## config.mk

```make
export PLATFORM = sky130hd
export DESIGN_NAME = des_key_schedule_flat
export DESIGN_NICKNAME = d
export VERILOG_FILES = /design/src/rtl/des_key_if.sv /design/src/rtl/des_key_schedule.sv /design/src/flat_wrapper.sv
export SDC_FILE = /design/constraint.sdc
export NUM_CORES = 1
export LEC_CHECK = 0
export CORE_MARGIN = 2
export CORE_UTILIZATION = 40
export CTS_CLUSTER_DIAMETER = 60
export DETAILED_ROUTE_END_ITERATION = 16
export PLACE_DENSITY = 0.68
export SLEW_MARGIN = 25
export SYNTH_ARGS = -nofsm -noshare
export SYNTH_HDL_FRONTEND = slang
export SYNTH_SLANG_ARGS = --single-unit
export TNS_END_PERCENT = 20
```

## constraint.sdc

```tcl
create_clock -name clk -period 1.8 [get_ports clk]
set_input_delay 0.18 -clock clk [delete_from_list [all_inputs] [get_ports clk]]
set_output_delay 0.18 -clock clk [all_outputs]
set_load 0.05 [all_outputs]
```

## src/rtl/des_key_if.sv

```systemverilog
// des_key_if: load / subkey handshake bundle for the DES key schedule.
// The master side loads keys and consumes subkeys; the slave side is the schedule.
interface des_key_if;
  logic [63:0] key_in;
  logic        key_load;
  logic        decrypt;
  logic [47:0] subkey_out;
  logic        subkey_valid;
  logic        subkey_ready;
  logic [3:0]  round_idx;
  logic        busy;
  logic        done;
  logic        parity_err;

  modport master (
    output key_in, key_load, decrypt, subkey_ready,
    input  subkey_out, subkey_valid, round_idx, busy, done, parity_err
  );

  modport slave (
    input  key_in, key_load, decrypt, subkey_ready,
    output subkey_out, subkey_valid, round_idx, busy, done, parity_err
  );
endinterface

```

## src/rtl/des_key_schedule.sv

```systemverilog
// des_key_schedule: iterative DES key schedule producing the sixteen 48-bit
// round subkeys, one per accepted handshake, in encrypt (K1..K16) or decrypt
// (K16..K1) order.
// Optional feature macro: DES_KEY_PARITY_CHECK_EN -- when defined, a load whose
// key bytes do not all have odd parity is rejected with a parity_err pulse.
module des_key_schedule (
  input  logic          clk,
  input  logic          rst_n,
  des_key_if.slave      bus
);

  typedef enum logic {IDLE, RUN} state_t;

  state_t      state;
  logic [55:0] cd;          // {C, D} matching the subkey currently presented
  logic        dir_dec;     // latched direction of the running schedule
  logic [47:0] subkey;
  logic        valid;
  logic [3:0]  idx;
  logic        busy_q;
  logic        done_q;
  logic        parity_err_q;

  logic        load_ok;
  logic [55:0] load_pc1;
  logic [55:0] load_cd;
  logic [55:0] cd_next;
  logic [4:0]  enc_round;
  logic [4:0]  dec_round;

  // Permuted choice 1: DES bit n of the key lives at key[64-n].
  function automatic logic [55:0] pc1(input logic [63:0] k);
    pc1 = {k[64-57], k[64-49], k[64-41], k[64-33], k[64-25], k[64-17], k[64-9],
           k[64-1],  k[64-58], k[64-50], k[64-42], k[64-34], k[64-26], k[64-18],
           k[64-10], k[64-2],  k[64-59], k[64-51], k[64-43], k[64-35], k[64-27],
           k[64-19], k[64-11], k[64-3],  k[64-60], k[64-52], k[64-44], k[64-36],
           k[64-63], k[64-55], k[64-47], k[64-39], k[64-31], k[64-23], k[64-15],
           k[64-7],  k[64-62], k[64-54], k[64-46], k[64-38], k[64-30], k[64-22],
           k[64-14], k[64-6],  k[64-61], k[64-53], k[64-45], k[64-37], k[64-29],
           k[64-21], k[64-13], k[64-5],  k[64-28], k[64-20], k[64-12], k[64-4]};
  endfunction

  // Permuted choice 2: bit n of {C, D} lives at cd[56-n].
  function automatic logic [47:0] pc2(input logic [55:0] c_d);
    pc2 = {c_d[56-14], c_d[56-17], c_d[56-11], c_d[56-24], c_d[56-1],  c_d[56-5],
           c_d[56-3],  c_d[56-28], c_d[56-15], c_d[56-6],  c_d[56-21], c_d[56-10],
           c_d[56-23], c_d[56-19], c_d[56-12], c_d[56-4],  c_d[56-26], c_d[56-8],
           c_d[56-16], c_d[56-7],  c_d[56-27], c_d[56-20], c_d[56-13], c_d[56-2],
           c_d[56-41], c_d[56-52], c_d[56-31], c_d[56-37], c_d[56-47], c_d[56-55],
           c_d[56-30], c_d[56-40], c_d[56-51], c_d[56-45], c_d[56-33], c_d[56-48],
           c_d[56-44], c_d[56-49], c_d[56-39], c_d[56-56], c_d[56-34], c_d[56-53],
           c_d[56-46], c_d[56-42], c_d[56-50], c_d[56-36], c_d[56-29], c_d[56-32]};
  endfunction

  // Left-rotate both 28-bit halves by one or two positions.
  function automatic logic [55:0] rot_left(input logic [55:0] c_d, input logic two);
    logic [27:0] c;
    logic [27:0] d;
    c = c_d[55:28];
    d = c_d[27:0];
    if (two) rot_left = {c[25:0], c[27:26], d[25:0], d[27:26]};
    else     rot_left = {c[26:0], c[27],    d[26:0], d[27]};
  endfunction

  // Right-rotate both 28-bit halves by one or two positions.
  function automatic logic [55:0] rot_right(input logic [55:0] c_d, input logic two);
    logic [27:0] c;
    logic [27:0] d;
    c = c_d[55:28];
    d = c_d[27:0];
    if (two) rot_right = {c[1:0], c[27:2], d[1:0], d[27:2]};
    else     rot_right = {c[0],   c[27:1], d[0],   d[27:1]};
  endfunction

  // Rounds 1, 2, 9 and 16 rotate by one; all others by two.
  function automatic logic single_shift(input logic [4:0] r);
    single_shift = (r == 5'd1) || (r == 5'd2) || (r == 5'd9) || (r == 5'd16);
  endfunction

`ifdef DES_KEY_PARITY_CHECK_EN
  // Every key byte must carry odd parity.
  function automatic logic odd_parity_ok(input logic [63:0] k);
    odd_parity_ok = (^k[63:56]) & (^k[55:48]) & (^k[47:40]) & (^k[39:32]) &
                    (^k[31:24]) & (^k[23:16]) & (^k[15:8])  & (^k[7:0]);
  endfunction

  assign load_ok = odd_parity_ok(bus.key_in);
`else
  // Parity bits are never selected by PC-1; gathered here only so they are
  // visibly consumed when the parity check is compiled out.
  logic unused_parity_bits;
  assign unused_parity_bits = ^{bus.key_in[56], bus.key_in[48], bus.key_in[40],
                                bus.key_in[32], bus.key_in[24], bus.key_in[16],
                                bus.key_in[8],  bus.key_in[0]};
  assign load_ok = 1'b1;
`endif

  // Next {C, D}: for the load, and for advancing after a transfer. Encrypt
  // moves from round idx+1 to idx+2; decrypt undoes the rotation of round 16-idx.
  always_comb begin
    load_pc1  = pc1(bus.key_in);
    load_cd   = bus.decrypt ? load_pc1 : rot_left(load_pc1, 1'b0);
    enc_round = {1'b0, idx} + 5'd2;
    dec_round = 5'd16 - {1'b0, idx};
    if (dir_dec) cd_next = rot_right(cd, !single_shift(dec_round));
    else         cd_next = rot_left(cd, !single_shift(enc_round));
  end

  // Control FSM with registered outputs: load, handshake advance, completion.
  always_ff @(posedge clk or negedge rst_n) begin
    if (!rst_n) begin
      state        <= IDLE;
      cd           <= '0;
      dir_dec      <= 1'b0;
      subkey       <= '0;
      valid        <= 1'b0;
      idx          <= '0;
      busy_q       <= 1'b0;
      done_q       <= 1'b0;
      parity_err_q <= 1'b0;
    end else begin
      done_q       <= 1'b0;
      parity_err_q <= 1'b0;
      case (state)
        IDLE: begin
          if (bus.key_load) begin
            if (load_ok) begin
              dir_dec <= bus.decrypt;
              cd      <= load_cd;
              subkey  <= pc2(load_cd);
              valid   <= 1'b1;
              busy_q  <= 1'b1;
              idx     <= '0;
              state   <= RUN;
            end else begin
              parity_err_q <= 1'b1;
            end
          end
        end
        RUN: begin
          // A key_load here is deliberately ignored.
          if (valid && bus.subkey_ready) begin
            if (idx == 4'd15) begin
              valid  <= 1'b0;
              busy_q <= 1'b0;
              done_q <= 1'b1;
              state  <= IDLE;
            end else begin
              cd     <= cd_next;
              subkey <= pc2(cd_next);
              idx    <= idx + 4'd1;
            end
          end
        end
        default: state <= IDLE;
      endcase
    end
  end

  assign bus.subkey_out   = subkey;
  assign bus.subkey_valid = valid;
  assign bus.round_idx    = idx;
  assign bus.busy         = busy_q;
  assign bus.done         = done_q;
  assign bus.parity_err   = parity_err_q;

endmodule

```

## src/flat_wrapper.sv

```systemverilog
// flat-port wrapper written by rule: the top's interface ports become plain ports
module des_key_schedule_flat 
  (clk, rst_n, bus_key_in, bus_key_load, bus_decrypt, bus_subkey_ready, bus_subkey_out, bus_subkey_valid, bus_round_idx, bus_busy, bus_done, bus_parity_err);
  des_key_if bus_i ();
  input  logic clk;
  input  logic rst_n;
  input wire logic [$bits(bus_i.key_in)-1:0] bus_key_in;
  input wire logic [$bits(bus_i.key_load)-1:0] bus_key_load;
  input wire logic [$bits(bus_i.decrypt)-1:0] bus_decrypt;
  input wire logic [$bits(bus_i.subkey_ready)-1:0] bus_subkey_ready;
  output wire logic [$bits(bus_i.subkey_out)-1:0] bus_subkey_out;
  output wire logic [$bits(bus_i.subkey_valid)-1:0] bus_subkey_valid;
  output wire logic [$bits(bus_i.round_idx)-1:0] bus_round_idx;
  output wire logic [$bits(bus_i.busy)-1:0] bus_busy;
  output wire logic [$bits(bus_i.done)-1:0] bus_done;
  output wire logic [$bits(bus_i.parity_err)-1:0] bus_parity_err;
  assign bus_i.key_in = bus_key_in;
  assign bus_i.key_load = bus_key_load;
  assign bus_i.decrypt = bus_decrypt;
  assign bus_i.subkey_ready = bus_subkey_ready;
  assign bus_subkey_out = bus_i.subkey_out;
  assign bus_subkey_valid = bus_i.subkey_valid;
  assign bus_round_idx = bus_i.round_idx;
  assign bus_busy = bus_i.busy;
  assign bus_done = bus_i.done;
  assign bus_parity_err = bus_i.parity_err;
  des_key_schedule u_core (.clk(clk), .rst_n(rst_n), .bus(bus_i));
endmodule
```

==> summary by stage, run 1 <==
Detailed routing
Dividing the detail-routed wire length by the instance count gives 18.4 µm. The count of unresolved DRC violations after routing is 0. The routed wire length is 17000 µm.

Dividing the detail-routed via count by the number of cells gives 5.76. The first detailed-routing pass took 5 iterations. The first routing iteration left 370 violations. The detail route stage leaves a number of antenna-violating nets equal to 0.

The total via count after detailed routing is 5320.

Clock network
The root buffer cell chosen for the clock tree is sky130_fd_sc_hd__clkbuf_16. Clock-pin slew was measured on the worst setup and hold paths at 0.06 ns. The number of levels the H-tree was split into is 3. Clock latency on the worst-skew pair, taken at its later pin, is 0.33 ns. TritonCTS built the clock tree.

The worst-case clock buffer depth is 2. The tree built by TritonCTS fans out to 64 sinks. The number of buffers added by the clock tree synthesis step is 9.

Global routing
The via count of the first global-routing pass was 5367. Global routing used 20.9% of the available tracks across all layers. Entering global routing, the biggest net connects 61 pins. The number of antenna violations at the first check in global routing is 0.

For this run the aggregate overflow at the end of global routing stands at 0. The first global-routing pass estimated 27200 µm of wire.

Die
The overall die height is 126 µm. The core region is 14500 µm². In this run the core area contains 44 standard-cell rows. The horizontal die dimension is 126 µm. The I/O pin count is 125. The overall die area is 15900 µm². For this configuration, the core starts out at a cell density of 41.1%.

Critical path
The worst setup path is captured at a register. Data on the critical path arrives at its endpoint at 2.20 ns. STA classifies the critical path startpoint as a register. The signal on the critical path passes through inv_6 > ha_4 > nand2b_4 > mux2i_2 > o22ai_4 > buf_6 > buf_12 > mux2i_2 > a311oi_2. The biggest fanout along the worst timing path is 16. The critical path's most frequent cell is sky130_fd_sc_hd__mux2i_2. The required time reported for the critical path endpoint is 2.00 ns. Among all stages on the critical path, the largest delay is contributed by sky130_fd_sc_hd__dfrtp_4.

On the worst path, the slowest cell contributes a delay of 0.55 ns. The critical path is of the reg2reg type.

Logic synthesis
The number of synthesized register bits is 64. The distinct cell type count after synthesis is 34. For this run, the leading register cell type out of synthesis is sky130_fd_sc_hd__dfrtp_1. For this run, the number of Yosys warnings is 0. The number of enable flip-flop cells after synthesis is 0.

After synthesis the cells add up to 5970 µm². The synthesized area per cell is 8.83 µm². The number of cells produced by synthesis is 676.

Counting every net in the synthesized netlist gives 752. The sequential area share after synthesis is 26.8%. The share of async-settable or async-resettable flops after synthesis is 100%.

Placement
At the end of routability-driven placement, the weighted congestion stood at 0.810. The standard cell area after detailed placement is 7060 µm². In this run, placement finished with an instance count of 895.

The HPWL after detailed placement is 11000 µm. The total of buffers placed on input and output ports is 115.

Status
The run finished, with violations left. The checks that failed: setup timing.

Final layout
The utilization after layout is 53.3%. The post-route cell area is 7740 µm². Counting the fill cells in the layout gives 1319. The commonest non-fill, non-tap cell in the layout is sky130_fd_sc_hd__nand2_1.

The layout overhead on the synthesized area is 29.7%. In the final layout, the share of cells above drive strength 1 is 27.3%. The library cells used most frequently in the layout, excluding fill and tap cells, are sky130_fd_sc_hd__nand2_1 (178), sky130_fd_sc_hd__mux2i_1 (102), sky130_fd_sc_hd__clkdlybuf4s50_1 (63). The final layout contains 811 nets. The number of cells in the finished layout apart from fillers is 924.

The number of antenna cells inserted is 0.

Power and ir drop
For this design the static power due to leakage is 3.40 nW. The overall power of the completed layout is 14.7 mW. Dividing total power by cell area gives a power density of 1910 nW/µm². Across the VDD grid, the largest voltage drop is 1080 µV.

STA
Headroom to the max-slew limit came out at 60.2%. The final-report hold violation count is 0. Setup repair after global routing could not meet its margin everywhere. The max-slew violation total from the final report is 0. For the pin with the worst max-slew slack, the measured transition is 0.597 ns. The number of setup violations in the final report is 56.

The period utilization is 111%. The setup slack of the critical path after layout is -0.202 ns. On the final layout, the worst clock skew is 0.00758 ns. Based on the critical path, the design can be clocked at up to 0.499 GHz. The worst path in the final design needs a cycle of 2.00 ns, including I/O delays and setup.

Hold path
The path class of the tightest hold or removal check is in2async.

Run
The number of violations of the max-capacitance limit is 0.
[state kept, by name (all words and copies together), names as in the netlist]
register / count
u_core.bus.done: 1
u_core.bus.subkey_out: 47
u_core.bus.subkey_valid: 1
u_core.state: 1
u_core.bus.round_idx: 4
u_core.cd: 9
u_core.dir_dec: 1
[cell type report]
cell class	count	area [µm²]	share of cell area (%)
clock buffer	13	250	3.23
clock inverter	3	17.5	0.226
timing repair buffer	156	1790	23.1
multi-input combinational	501	3820	49.4
sequential	64	1610	20.8
inverter	3	18.8	0.242
tap	184	230	2.97
[cells in the mapped netlist (3+ instances only)]
master	n	area share, %
sky130_fd_sc_hd__or2_1	10	1.0
sky130_fd_sc_hd__clkbuf_1	22	1.4
sky130_fd_sc_hd__or2_2	46	4.8
sky130_fd_sc_hd__ha_1	7	1.5
sky130_fd_sc_hd__o31ai_1	57	7.2
sky130_fd_sc_hd__buf_4	61	7.7
sky130_fd_sc_hd__dfrtp_1	64	27
sky130_fd_sc_hd__a311oi_1	16	2.3
sky130_fd_sc_hd__a311oi_2	40	10
sky130_fd_sc_hd__nand2_1	178	11
sky130_fd_sc_hd__inv_1	3	0.19
sky130_fd_sc_hd__buf_12	4	1.3
sky130_fd_sc_hd__buf_2	19	1.6
sky130_fd_sc_hd__nand3_1	4	0.34
sky130_fd_sc_hd__nor2_1	9	0.57
sky130_fd_sc_hd__mux2i_1	113	19
[per-stage QoR]
stage	setup WS, ns	setup TNS, ns	hold slack [ns]
6_report	-0.202	-9.04	0.393
5_1_grt	-0.271	-13.37	0.433
4_1_cts	-0.213	-10.24	0.399
3_5_place_dp	-0.200	-9.31	0.206
3_3_place_gp	-0.164	-7.25	0.208
2_1_floorplan	-0.138	-5.82	-0.116
[path summary, 6_finish.rpt]
| path | start | endpoint | slack, ns | cells after the start |
|---|---|---|---|---|
| worst max register to register | u_core.bus.round_idx[1]$_DFFE_PN0P_ | u_core.cd[2]$_DFFE_PN0P_ | -0.20 | 9 |
| worst min register to register | u_core.dir_dec$_DFFE_PN0P_ | u_core.dir_dec$_DFFE_PN0P_ | 0.56 | 2 |
| worst max-delay path | u_core.bus.round_idx[1]$_DFFE_PN0P_ | u_core.cd[2]$_DFFE_PN0P_ | -0.20 | 9 |
| max in group asynchronous | rst_n | u_core.bus.round_idx[1]$_DFFE_PN0P_ | 0.83 | 3 |
| min in group clk | bus_decrypt | u_core.dir_dec$_DFFE_PN0P_ | 0.45 | 4 |
| worst min-delay path | rst_n | u_core.bus.subkey_out[19]$_DFFE_PN0P_ | 0.39 | 2 |
[metal layers]
metal / part of all wire, % / track usage [%] / vias to the layer above
met1: 43 / 27.1 / 2591
met5: 0 / 0 / -
met3: 6.6 / 4.80 / 22
met4: 1.8 / 6.59 / 0
li1: - / - / 2487
met2: 48 / 34.6 / 220
[timing repair]
item	4_1_cts	5_1_grt
cloned	3	3
resized for setup	21	45
setup endpoints to repair	62	83
hold buffers	1	0
pin swaps	8	10
hold endpoints to repair	19	0
setup buffers	6	1
[logic make-up after synthesis]
group                    count (synthesis)  synth area share (%)
XOR/XNOR                                 2                 0.294
buffers and inverters                  111                  12.5
flip-flops                              64                  26.8
AO/OA/AOI/OAI                          122                  20.9
multiplexers                           113                  19.0
AND/OR/NAND/NOR                        256                  19.0
other                                    1                0.0628
adder cells (fa/ha/maj)                  7                  1.47
[critical path: cells and delay by family (launching register included)]
| family | cells | cell delay, ns |
|---|---|---|
| multiplexers | 2 | 0.41 |
| buffers and inverters | 3 | 0.42 |
| flip-flops | 1 | 0.55 |
| adder cells (fa/ha/maj) | 1 | 0.13 |
| AO/OA/AOI/OAI | 2 | 0.28 |
| AND/OR/NAND/NOR | 1 | 0.06 |
[report_power, final]
group | total [mW] | switching (mW) | internal (mW)
Sequential | 3.05 | 0.945 | 2.10
Clock | 1.62 | 0.652 | 0.967
Combinational | 10.1 | 5.83 | 4.25
Total | 14.7 | 7.43 | 7.32
(Power assumes the default switching activity.)
==> run 2, diff against run 1 <==
Settings changed: CORE_UTILIZATION 40 to 30, PLACE_DENSITY 0.68 to default.
==> run 2 against run 1 <==
  * The run still ends with setup timing left
  * First-iteration DRC count is 12% higher
  * Utilization fell by 13 points
  * Global-route usage is 4.6 points lower
  * Clock power increased by 13%
  * Final cell count is 8.8% higher
  * Worst setup slack gained 0.022 ns
  * Combinational power is essentially flat
  * Critical path depth shrank 1
  * Count of clock-buffer cells in the layout unchanged
  * Register-to-register slack better by 0.02 ns
  * Total power is 0.65% lower
  * Cell area increased by 0.27%
  * Critical path type unchanged
  * Largest power group unchanged
==> summary by stage, run 2 (same netlist as run 1, synthesis figures left out) <==
Critical path
The highest-delay cell along the critical path is sky130_fd_sc_hd__dfrtp_4. The worst register-to-register path begins at u_core.bus.round_idx[1]$_DFFE_PN0P_. STA puts the critical path data arrival time at 2.19 ns. STA classifies the critical path startpoint as a register. Along the worst path, the maximum fanout reaches 8. The worst setup slack for register-to-register paths is -0.18 ns. Counting stages on the worst path, the most repeated cell is sky130_fd_sc_hd__buf_6. Data on the critical path is required at its endpoint by 2.01 ns. The critical path class is reg2reg. The worst setup path is captured at a register. For this run, the slowest stage of the critical path takes 0.55 ns. The critical path starts at u_core.bus.round_idx[1]$_DFFE_PN0P_. The worst flop-to-flop path endpoint is u_core.bus.subkey_out[39]$_DFFE_PN0P_.

Walking the worst path, the cells encountered are ha_2 > nor2_2 > o31ai_4 > o22ai_4 > buf_6 > buf_6 > mux2i_1 > a311oi_2. In this run the worst setup path terminates at u_core.bus.subkey_out[39]$_DFFE_PN0P_. The count of cells along the worst register-to-register path is 8.

Detailed routing
In this run, the number of DRC markers left after iteration 0 of detailed routing was 415. The routed wire length is 18000 µm. The total via count after detailed routing is 5138. The number of search-and-repair iterations in the first detailed-routing pass is 4. The count of unresolved DRC violations after routing is 0.

The number of nets with antenna violations after detailed routing is 0. The number of vias per cell after detailed routing is 5.11. The mean routed wirelength per cell is 17.9 µm.

Die
The initial utilization of the core area, before any placement, comes to 30.7%. In this run the horizontal extent of the chip is 145 µm. The die is 145 µm tall. The core region is 19500 µm². The floorplan has 51 rows. In this run the count of I/O pins placed on the die edge is 125.

The die covers 21000 µm².

Clock network
The number of buffers added by the clock tree synthesis step is 9. The root buffer cell is sky130_fd_sc_hd__clkbuf_16. The number of levels the H-tree was split into is 3. The clock latency on the worst-skew pair is 0.34 ns. In this run the deepest clock path goes through 2 buffers. CTS saw 64 sinks. Clock-pin slew was measured on the worst setup and hold paths at 0.06 ns.

TritonCTS built the clock tree.

Run
The tool flagged a number of max-cap violations equal to 0.

Placement
The total of buffers placed on input and output ports is 115. The routability congestion estimate from global placement is 0.789. Before CTS, the worst setup slack after placement is -0.193 ns. Summed over all nets, the half-perimeter wirelength after detailed placement is 11500 µm.

STA
The number of setup violations in the final report is 56. The worst slew slack as a fraction of its limit is 65.2%. Setup slack on the critical path of the routed design comes to -0.181 ns. After layout, the minimum clock period comes to 1.98 ns. Setup repair after global routing could not meet its margin everywhere. Dividing the final minimum period by the clock period gives 110%. Based on the critical path, the design can be clocked at up to 0.505 GHz. The worst setup skew after layout is 0.00694 ns. The slew at the pin closest to its max-slew limit is 0.521 ns. The final-report hold violation count is 0. The max-slew violation total from the final report was 0. The final sum of negative setup slack is -8.52 ns.

Global routing
The first-pass GRT wire length is 28000 µm. Global routing used 16.3% of the available tracks across all layers. Entering global routing, the biggest net connects 65 pins.

The number of antenna violations at the first check in global routing is 0. The via count of the first global-routing pass is 5151. The global-route congestion overflow total is 0.

Final layout
The register with the most flip-flops in the layout has 47 of them. Leaving out fill and tap cells, the most frequent cell in the layout is sky130_fd_sc_hd__nand2_1. 0 antenna diodes ended up in the layout. The final-layout fill cell count is 1964.

The library cells used most frequently in the layout, excluding fill and tap cells, are sky130_fd_sc_hd__nand2_1 (178), sky130_fd_sc_hd__mux2i_1 (108), sky130_fd_sc_hd__dfrtp_1 (60). The layout cell share with drive strength beyond 1 is 30.0%. The area growth from synthesis to layout is 30.1%.

The final net count is 811.

Power and ir drop
VDD sags by at most 962 µV. For this design the ratio of total power to cell area is 1890 nW/µm². For this design the static power due to leakage is 3.37 nW.

Status
The flow ran to the end, but the final reports show violations. The final reports fail on setup timing.

Hold path
The tightest min-delay check is of the in2async type.
## run 2: how the worst min path moves through the flow
| stage | endpoint | from | slack [ns] | depth (start not counted) |
|---|---|---|---|---|
| finish | u_core.bus.subkey_out[37]$_DFFE_PN0P_ | rst_n | 0.40 | 3 |
| global route | u_core.bus.subkey_out[37]$_DFFE_PN0P_ | rst_n | 0.45 | 3 |
| CTS | u_core.bus.subkey_out[37]$_DFFE_PN0P_ | rst_n | 0.42 | 3 |
| detailed placement | u_core.bus.subkey_out[37]$_DFFE_PN0P_ | rst_n | 0.24 | 2 |
| global placement | u_core.bus.subkey_out[37]$_DFFE_PN0P_ | rst_n | 0.24 | 2 |
| floorplan | u_core.bus.done$_DFF_PN0_ | rst_n | -0.12 | 0 |
## run 2: area by class of cell
| type | count | area, µm² | area share, % |
|---|---|---|---|
| Clock buffer | 13 | 260 | 3.35 |
| Inverter | 3 | 18.8 | 0.242 |
| Multi-Input combinational cell | 501 | 3820 | 49.2 |
| Tap cell | 265 | 332 | 4.27 |
| Clock inverter | 3 | 40.0 | 0.516 |
| Sequential cell | 64 | 1610 | 20.7 |
| Timing Repair Buffer | 156 | 1680 | 21.7 |
## run 2: critical path, delay by kind of cell (launching register included)
family                   cells  cell delay (ns)
AO/OA/AOI/OAI                3             0.34
multiplexers                 1             0.24
flip-flops                   1             0.55
AND/OR/NAND/NOR              1             0.17
adder cells (fa/ha/maj)      1             0.21
buffers and inverters        2             0.34
## run 2: layer usage
| layer | routed length (µm) | track usage, % | vias up |
|---|---|---|---|
| li1 | - | - | 2498 |
| met1 | 8600 | 22.0 | 2515 |
| met3 | 803 | 3.65 | 21 |
| met4 | 289 | 5.05 | 0 |
| met5 | 0 | 0 | - |
| met2 | 8310 | 25.9 | 104 |
## run 2: per-stage QoR
step / hold WS (ns) / power [mW] / instance area, µm² / cells / util (%)
after floorplan: -0.116 / 10.1 / 6060 / 676 / -
after global placement: 0.243 / 11.8 / 7090 / 976 / 36.4
after detailed placement: 0.238 / 12.0 / 7090 / 976 / 36.4
after CTS: 0.422 / 13.9 / 7420 / 993 / 38.1
after global routing: 0.448 / 15.6 / 7760 / 1005 / 39.9
final: 0.402 / 14.6 / 7760 / 1005 / 39.9
## run 2: repair_timing
| item | in CTS | in global routing |
|---|---|---|
| buffers inserted | 0 | 4 |
| pin swaps | 2 | 5 |
| endpoints found under the hold margin | 64 | 0 |
| hold buffers | 1 | 0 |
| endpoints found under the setup margin | 58 | 64 |
| gates resized for setup | 5 | 28 |
| cloned | 0 | 8 |
## run 2: power by group
group	total, mW	switching, mW	leakage [nW]	internal, mW
clock	1.83	0.683	0.150	1.14
sequential	3.06	0.961	0.679	2.10
combinational	9.76	5.73	2.54	4.03
total	14.6	7.38	3.37	7.27
